--- config.mk ---
export PLATFORM = sky130hd
export DESIGN_NAME = cla_nibble_serial_adder
export DESIGN_NICKNAME = d
export VERILOG_FILES = /design/src/rtl/cla_nibble_serial_adder_pkg.sv /design/src/rtl/cla_nibble_serial_adder_cla4_slice.sv /design/src/rtl/cla_nibble_serial_adder.sv
export SDC_FILE = /design/constraint.sdc
export NUM_CORES = 1
export LEC_CHECK = 0
export CORE_MARGIN = 2
export CORE_UTILIZATION = 47
export CTS_BUF_LIST = sky130_fd_sc_hd__clkbuf_8
export CTS_CLUSTER_DIAMETER = 50
export CTS_CLUSTER_SIZE = 10
export DETAILED_ROUTE_END_ITERATION = 12
export GPL_TIMING_DRIVEN = 0
export PLACE_DENSITY_LB_ADDON = 0.25
export SYNTH_ARGS = -nofsm -noshare
export SYNTH_HDL_FRONTEND = slang
export SYNTH_SLANG_ARGS = --single-unit
--- constraint.sdc ---
create_clock -name clk -period 2.7 [get_ports clk]
set_input_delay 0.27 -clock clk [delete_from_list [all_inputs] [get_ports clk]]
set_output_delay 0.27 -clock clk [all_outputs]
set_load 0.02 [all_outputs]
--- src/rtl/cla_nibble_serial_adder_pkg.sv ---
// rtl/cla_nibble_serial_adder_pkg.sv - shared types and constants for the nibble-serial CLA adder
package cla_nibble_serial_adder_pkg;

  typedef enum logic [1:0] {
    IDLE = 2'd0,
    RUN  = 2'd1,
    DONE = 2'd2
  } state_t;

  localparam int NIBBLE_W = 4;

  // A single-nibble index still needs one bit of storage.
  function automatic int idx_width(input int nib);
    return (nib <= 1) ? 1 : $clog2(nib);
  endfunction

endpackage

--- src/rtl/cla_nibble_serial_adder_cla4_slice.sv ---
// rtl/cla_nibble_serial_adder_cla4_slice.sv - combinational 4-bit carry-lookahead slice
module cla4_slice (
  input  logic [3:0] a,
  input  logic [3:0] b,
  input  logic       c0,
  output logic [3:0] s,
  output logic       c3,
  output logic       c4
);

  logic [3:0] p;
  logic [3:0] g;
  logic       c1;
  logic       c2;

  assign p  = a ^ b;
  assign g  = a & b;
  assign c1 = g[0] | (p[0] & c0);
  assign c2 = g[1] | (p[1] & g[0]) | (p[1] & p[0] & c0);
  assign c3 = g[2] | (p[2] & g[1]) | (p[2] & p[1] & g[0]) | (p[2] & p[1] & p[0] & c0);
  // c4 fully expanded so it does not serialise behind c3.
  assign c4 = g[3] | (p[3] & g[2]) | (p[3] & p[2] & g[1]) | (p[3] & p[2] & p[1] & g[0])
            | (p[3] & p[2] & p[1] & p[0] & c0);
  assign s  = p ^ {c3, c2, c1, c0};

endmodule

--- src/rtl/cla_nibble_serial_adder.sv ---
// rtl/cla_nibble_serial_adder.sv - multi-word add/sub streaming one nibble per clock through a CLA slice
module cla_nibble_serial_adder
  import cla_nibble_serial_adder_pkg::*;
#(
  parameter int WIDTH = 16
) (
  input  logic             clk,
  input  logic             rst,
  input  logic             in_valid,
  output logic             in_ready,
  input  logic [WIDTH-1:0] a,
  input  logic [WIDTH-1:0] b,
  input  logic             cin,
  input  logic             sub,
  output logic             out_valid,
  input  logic             out_ready,
  output logic [WIDTH-1:0] sum,
  output logic             cout,
  output logic             ovf
);

  localparam int NIB   = WIDTH / NIBBLE_W;
  localparam int IDX_W = idx_width(NIB);
  localparam logic [IDX_W-1:0] LAST_IDX = IDX_W'(NIB - 1);

  state_t           state;
  state_t           state_next;
  logic [WIDTH-1:0] op_a;
  logic [WIDTH-1:0] op_b;
  logic             carry;
  logic [IDX_W-1:0] idx;
  logic [3:0]       slice_s;
  logic             slice_c3;
  logic             slice_c4;

  cla4_slice slice (
    .a  (op_a[int'(idx)*NIBBLE_W +: NIBBLE_W]),
    .b  (op_b[int'(idx)*NIBBLE_W +: NIBBLE_W]),
    .c0 (carry),
    .s  (slice_s),
    .c3 (slice_c3),
    .c4 (slice_c4)
  );

  always_ff @(posedge clk) begin
    if (rst) state <= IDLE;
    else     state <= state_next;
  end

  always_comb begin
    state_next = state;
    in_ready   = 1'b0;
    out_valid  = 1'b0;
    case (state)
      IDLE: begin
        in_ready = 1'b1;
        if (in_valid) state_next = RUN;
      end
      RUN: begin
        if (idx == LAST_IDX) state_next = DONE;
      end
      DONE: begin
        out_valid = 1'b1;
        if (out_ready) state_next = IDLE;
      end
      default: state_next = IDLE;
    endcase
  end

  always_ff @(posedge clk) begin
    if (rst) begin
      op_a  <= '0;
      op_b  <= '0;
      carry <= 1'b0;
      idx   <= '0;
      sum   <= '0;
      cout  <= 1'b0;
      ovf   <= 1'b0;
    end else begin
      case (state)
        IDLE: begin
          if (in_valid) begin
            // Subtraction is a + ~b + 1, so the +1 rides in on the initial carry.
            op_a  <= a;
            op_b  <= sub ? ~b : b;
            carry <= sub ? 1'b1 : cin;
            idx   <= '0;
          end
        end
        RUN: begin
          sum[int'(idx)*NIBBLE_W +: NIBBLE_W] <= slice_s;
          carry <= slice_c4;
          if (idx == LAST_IDX) begin
            cout <= slice_c4;
            ovf  <= slice_c3 ^ slice_c4;
          end else begin
            idx <= idx + 1'b1;
          end
        end
        default: ;
      endcase
    end
  end

endmodule
[After elaboration in Yosys (flattened, before gate mapping)]
Index checks and enable logic that the tools add are counted.
Word-level totals
  input bits: 38
  word-level logic and storage cells: 73
  register bits after elaboration: 55
Cells by class
  equality and inequality tests: 7
  reduce and logical (&&, ||, !) cells: 7
  shift operators: 4
  $add $sub $neg: 2
  multiplexer cells: 14
  bitwise operators: 31
Operators by type and width (count)
  negation 4 -> 33 bit: 1
  variable shift 4 x 33 -> 16 bit, first input constant: 1
  variable part select 4 x 33 -> 16 bit: 1
  variable part select 16 x 5 -> 4 bit: 2
  AND 1 bit: 16
  bitwise mux 16 bit: 1
  2-to-1 mux 16 bit: 1
  inverter 16 bit: 1
  2-to-1 mux 2 bit: 5
  bitwise OR 1 bit: 10
  inequality test 2 bit, second input constant: 4
  XOR 4 bit: 2
  case mux 2 bit (3 select lines): 1
  AND reduction 2 bit: 3
  AND reduction 3 bit: 2
  AND 4 bit: 1
  == test 2 bit, second input constant: 2
  2-to-1 mux 1 bit: 4
  case mux 2 bit (2 select lines): 1
  adder 2 x 1 -> 2 bit, second input constant: 1
  == test 2 x 1 -> 1 bit, second input constant: 1
  zero test 2 bit: 1
  case mux 1 bit (2 select lines): 1
  nonzero test 2 bit: 1
  XOR 1 bit: 1

[Logic depth before layout (Yosys ltp)]
  depth after elaboration: 9
  depth in mapped cells: 7
  gate-level depth less buffers: 6

[Hierarchy]
Synthesis repeated with hierarchy kept, for this count alone.
Second synthesis, totals
  cell total of the unflattened synthesis: 279
  area total of the unflattened synthesis: 2663.8 µm²
By module, submodules not included
  cla_nibble_serial_adder: area each 2508.7 µm², cells an instance 261, instances 1
  cla4_slice: area each 155.1 µm², cells an instance 18, instances 1

[Worst setup path after synthesis]
OpenSTA, ideal clock, no wires.
  kind: register -> register
  start: reg idx[0]
  end: reg sum[15]
  required time: 2.570 ns
  arrival time: 2.332 ns
  cell stages (with the launch flop): 8
  buffers on the path: 1
  slack: 0.238 ns
  cell sequence: dfxtp_1 > buf_2 > mux4_2 > ha_1 > a211oi_1 > o21bai_1 > o21ai_0 > o21ai_0
Between the ends
  word-level cells in the longest chain between the ends: 9
  elaborated cells between the ends (all ways): 24
  classes of those cells: add/sub (1); shift (4); mux (1); bitwise (18)
RTL lines
  from (decl): RTL line cla_nibble_serial_adder.sv:31  | logic [IDX_W-1:0] idx;
  from (signal assigned): RTL line cla_nibble_serial_adder.sv:97  | idx <= idx + 1'b1;
  variable part select 16 x 5 -> 4 bit, on equally long branches: RTL line cla_nibble_serial_adder.sv:37, cla_nibble_serial_adder.sv:38
  XOR 4 bit / AND 4 bit (equally long branches): RTL line cla_nibble_serial_adder_cla4_slice.sv:16, cla_nibble_serial_adder_cla4_slice.sv:17
  AND 1 bit: RTL line cla_nibble_serial_adder_cla4_slice.sv:20  | assign c3 = g[2] | (p[2] & g[1]) | (p[2] & p[1] & g[0]) | (p[2] & p[1] & p[0] & c0);
  bitwise OR 1 bit / AND 1 bit (equally long branches) (2 in series): RTL line cla_nibble_serial_adder_cla4_slice.sv:20
  bitwise OR 1 bit: RTL line cla_nibble_serial_adder_cla4_slice.sv:20
  XOR 4 bit: RTL line cla_nibble_serial_adder_cla4_slice.sv:24  | assign s = p ^ {c3, c2, c1, c0};
  variable part select 4 x 33 -> 16 bit: RTL line cla_nibble_serial_adder.sv:91  | sum[int'(idx)*NIBBLE_W +: NIBBLE_W] <= slice_s;
  bitwise mux 16 bit (*): RTL line cla_nibble_serial_adder.sv:91
  to (signal, indexed assignment): RTL line cla_nibble_serial_adder.sv:91
  to (decl): RTL line cla_nibble_serial_adder.sv:17  | output logic [WIDTH-1:0] sum,
Mark *: on every way between the ends. The rest lies on a longest branch, timed or not.
A chain may end at the register's enable or synchronous reset.

[Worst setup path after layout]
  start: reg idx[0]
  end: reg ovf
Between the ends
  word-level cells in the longest chain between the ends: 8
  elaborated cells between the ends (all ways): 26
  classes of those cells: eq/ne (1); shift (2); bitwise (22); reduce/logical (1)
RTL lines
  variable part select 16 x 5 -> 4 bit, on equally long branches: RTL line cla_nibble_serial_adder.sv:37, cla_nibble_serial_adder.sv:38
  XOR 4 bit / AND 4 bit (equally long branches): RTL line cla_nibble_serial_adder_cla4_slice.sv:16, cla_nibble_serial_adder_cla4_slice.sv:17
  AND 1 bit, on equally long branches: RTL line cla_nibble_serial_adder_cla4_slice.sv:22, cla_nibble_serial_adder_cla4_slice.sv:23
  bitwise OR 1 bit (tied with other cells) (2 in series): RTL line cla_nibble_serial_adder_cla4_slice.sv:22  | assign c4 = g[3] | (p[3] & g[2]) | (p[3] & p[2] & g[1]) | (p[3] & p[2] & p[1] & g[0])
  bitwise OR 1 bit / AND 1 bit (equally long branches): RTL line cla_nibble_serial_adder_cla4_slice.sv:22, cla_nibble_serial_adder_cla4_slice.sv:23
  bitwise OR 1 bit: RTL line cla_nibble_serial_adder_cla4_slice.sv:23  | | (p[3] & p[2] & p[1] & p[0] & c0);
  XOR 1 bit: RTL line cla_nibble_serial_adder.sv:95  | ovf <= slice_c3 ^ slice_c4;
  to (signal assigned): RTL line cla_nibble_serial_adder.sv:95
  to (decl): RTL line cla_nibble_serial_adder.sv:19  | output logic ovf
Parallel ways exist; a longest one is shown, timed or not.

==> key figures <==
Run status
  • Status: finished clean

Global route
  • Global-route wire length before repair: 9804 um
  • Initial antenna violation count: 0
  • GRT Total Usage: 20.09%
  • Vias in the first global route: 2172
  • Largest net degree at the start of global routing: 17
  • Overflow after GRT: 0

Route
  • Drt drc: 0
  • Routed WL per cell: 13.86 um
  • Vias/cell: 5.302
  • Drt initial violations: 132
  • Via Count: 2211
  • WL final: 5779 um
  • 1st-pass router iterations: 4
  • DRT antenna net count: 0

Clock network
  • TritonCTS clock tree: built
  • Clock sink count: 55
  • Root Driver: clkbuf_8
  • Post-CTS Setup Inserts: 0
  • Worst-Skew Late Latency: 310 ps
  • CTS Hold Bufs: 0
  • CTS Buffer Depth: 2
  • H-Tree Depth: 2
  • CTS Buf Count: 5
  • Clock-pin slew on the worst setup and hold paths: 100 ps

Placed design
  • GP Congestion: 0.8413
  • Pre-CTS setup slack: -274.3 ps
  • Port Buffers: 56
  • DPL Wire Length: 4389 um
  • Dpl cell area: 3274 um^2

Setup path
  • CP required: 2920 ps
  • Worst Path Arrival: 2710 ps
  • CP endpoint kind: register
  • Worst setup SP type: register
  • CP max FO: 10
  • Worst setup path class: register to register

Floorplan
  • Die W: 78.72 um
  • Top-level I/O count: 58
  • Die area: 6196 um^2
  • Die Y: 78.72 um
  • Rows: 27
  • Initial Utilization: 48.24%
  • Core area: 5439 um^2

Synthesis
  • Synth area leaders: dfxtp_1, mux4_2, a211oi_1
  • Adder-Cell Fraction of Synth Area: 6.009%
  • Post-synth ARST share: 0%
  • Synth Warn #: 0
  • Synth Area in Simple Gates: 17.74%
  • Main synth FF type: dfxtp_1
  • Average instance area after synthesis: 9.337 um^2
  • #FFs+latches synth: 55
  • Syn_nets: 331
  • Largest family of logic cells by synthesized area: simple AND/OR/NAND/NOR gates
  • Post-synthesis compound-gate area fraction: 17.17%
  • Yosys top cell by area: dfxtp_1
  • Sequential area share after synthesis: 41.96%
  • Number of synthesized flops with an enable pin: 0
  • Mux share of post-synthesis cell area: 7.630%
  • Post-Synthesis Cell Area: 2624 um^2
  • Unique masters post-synth: 38
  • Xor and xnor fraction of the mapped netlist area: 5.675%
  • Yosys top cell area share: 41.96%
  • Post-Syn Instances: 281

Power
  • Power per cell area: 505.0 nW/um^2
  • Leakage power: 1.226 nW
  • Peak supply drop: 0.3053 mV

STA
  • Worst-margin pin slew: 543.3 ps
  • Fmax: 0.4020 GHz
  • Fin Clk Skew: 8.422 ps
  • Slew Limit Fails: 0
  • Final hold vios: 0
  • Final count of negative-setup-slack endpoints: 0
  • Setup ws final: 212.7 ps
  • Crit share post-route: 92.12%
  • Crit path time final: 2487 ps
  • Worst slew margin: 63.78%

Cells and area
  • Nets: 394
  • Share of cells above drive strength 1: 10.43%
  • Diode count: 0
  • Fin area: 3402 um^2
  • Fillcell total: 474
  • Layout area overhead: 29.66%

Run
  • MaxCap Viol Count: 0

Min path
  • HP Class: input port to register
-- cells by family (layout without fill, tap and decap cells) --
family	count (synthesis)	after routing
compound gates	67	67
xor+xnor	17	17
fa+ha+maj	12	12
buf+inv	22	86
flops	55	55
mux	10	10
simple gates	98	98
-- timing repair --
| action | in CTS | in global routing |
|---|---|---|
| endpoints found under the hold margin | 0 | 0 |
| gates resized for setup | 5 | 4 |
| setup endpoints to repair | 9 | 9 |
-- metal layers --
layer | track usage (%) | share of wire, % | vias up
met4 | 6.316 | 1.3 | 0
met2 | 35.38 | 51 | 49
met3 | 4.318 | 3.9 | 7
met1 | 24.49 | 44 | 1040
met5 | 0 | 0 | -
li1 | - | - | 1115
-- cells in the final DEF, fill, tap and decap left out, types with 7 or more instances in the layout --
master,instances
a21oi_1,22
a22oi_1,8
clkbuf_8,7
xnor2_1,16
ha_1,11
nor2_1,36
mux4_2,8
clkdlybuf4s50_1,56
clkbuf_1,9
buf_2,7
a211oi_1,18
nand2_1,36
dfxtp_1,54
-- power by group --
group	internal, W	switching, W	total, W
Sequential	0.000854	0.0000247	0.000878
Combinational	0.000168	0.000173	0.000341
Clock	0.000234	0.000265	0.000499
-- registers in the layout, summed over array words and instances (netlist names) --
register  count
carry         1
op_b         16
state         2
cout          1
op_a         16
idx           2
sum          16
ovf           1
-- cell type report --
class / count / area (um^2) / share of cell area (%)
buffer: 19 / 96.34 / 2.832
clock buffer: 7 / 96.34 / 2.832
clock inverter: 1 / 7.507 / 0.2207
inverter: 3 / 11.26 / 0.3310
multi-input combinational: 204 / 1438 / 42.26
sequential: 55 / 1102 / 32.40
tap: 72 / 90.09 / 2.648
timing repair buffer: 56 / 560.5 / 16.48
-- worst max-delay path, cell delays in order, from the launching register on --
cell and delay (ps):
dfxtp_2 430, buf_6 200, mux4_2 570, ha_1 370, a211oi_1 270, o21bai_1 140
mux2i_1 150, a311oi_1 260
-- synthesized netlist by cell type (2+ instances only) --
cell      number
dfxtp_1       55
nand2_1       36
nor2_1        36
a21oi_1       22
a211oi_1      19
xnor2_1       16
ha_1          11
clkbuf_1      10
a22oi_1        8
buf_2          8
mux4_2         8
nand2b_1       6
nand3b_1       6
o21ai_0        6
a32oi_1        5
inv_1          3
mux2i_1        2
nor2b_1        2
nor3_1         2
o21bai_1       2
-- final timing paths --
path	start	end	slack, ps	depth (start not counted)
worst min-delay path	sub	op_b[4]$_SDFFE_PP0P_	410	3
worst max-delay path	idx[0]$_SDFFE_PP0P_	ovf$_SDFFE_PP0P_	210	7
worst min register to register	op_a[8]$_SDFFE_PP0P_	op_a[8]$_SDFFE_PP0P_	460	2
worst max register to register	idx[0]$_SDFFE_PP0P_	ovf$_SDFFE_PP0P_	210	7
-- stage by stage --
step	hold slack, ps	TNS (ps)	cells	utilization [%]	total power, W
after global placement	441.6	-650.8	409	60.20	0.001222
final	406.6	0	417	62.55	0.001718
after floorplan	406.0	0	281	-	0.001106
after global routing	413.8	-12.95	417	62.55	0.001801
after CTS	403.3	0	417	62.36	0.001725
after detailed placement	444.9	-1056	409	60.20	0.001232
Note: power is estimated with default switching activity, not from simulation.
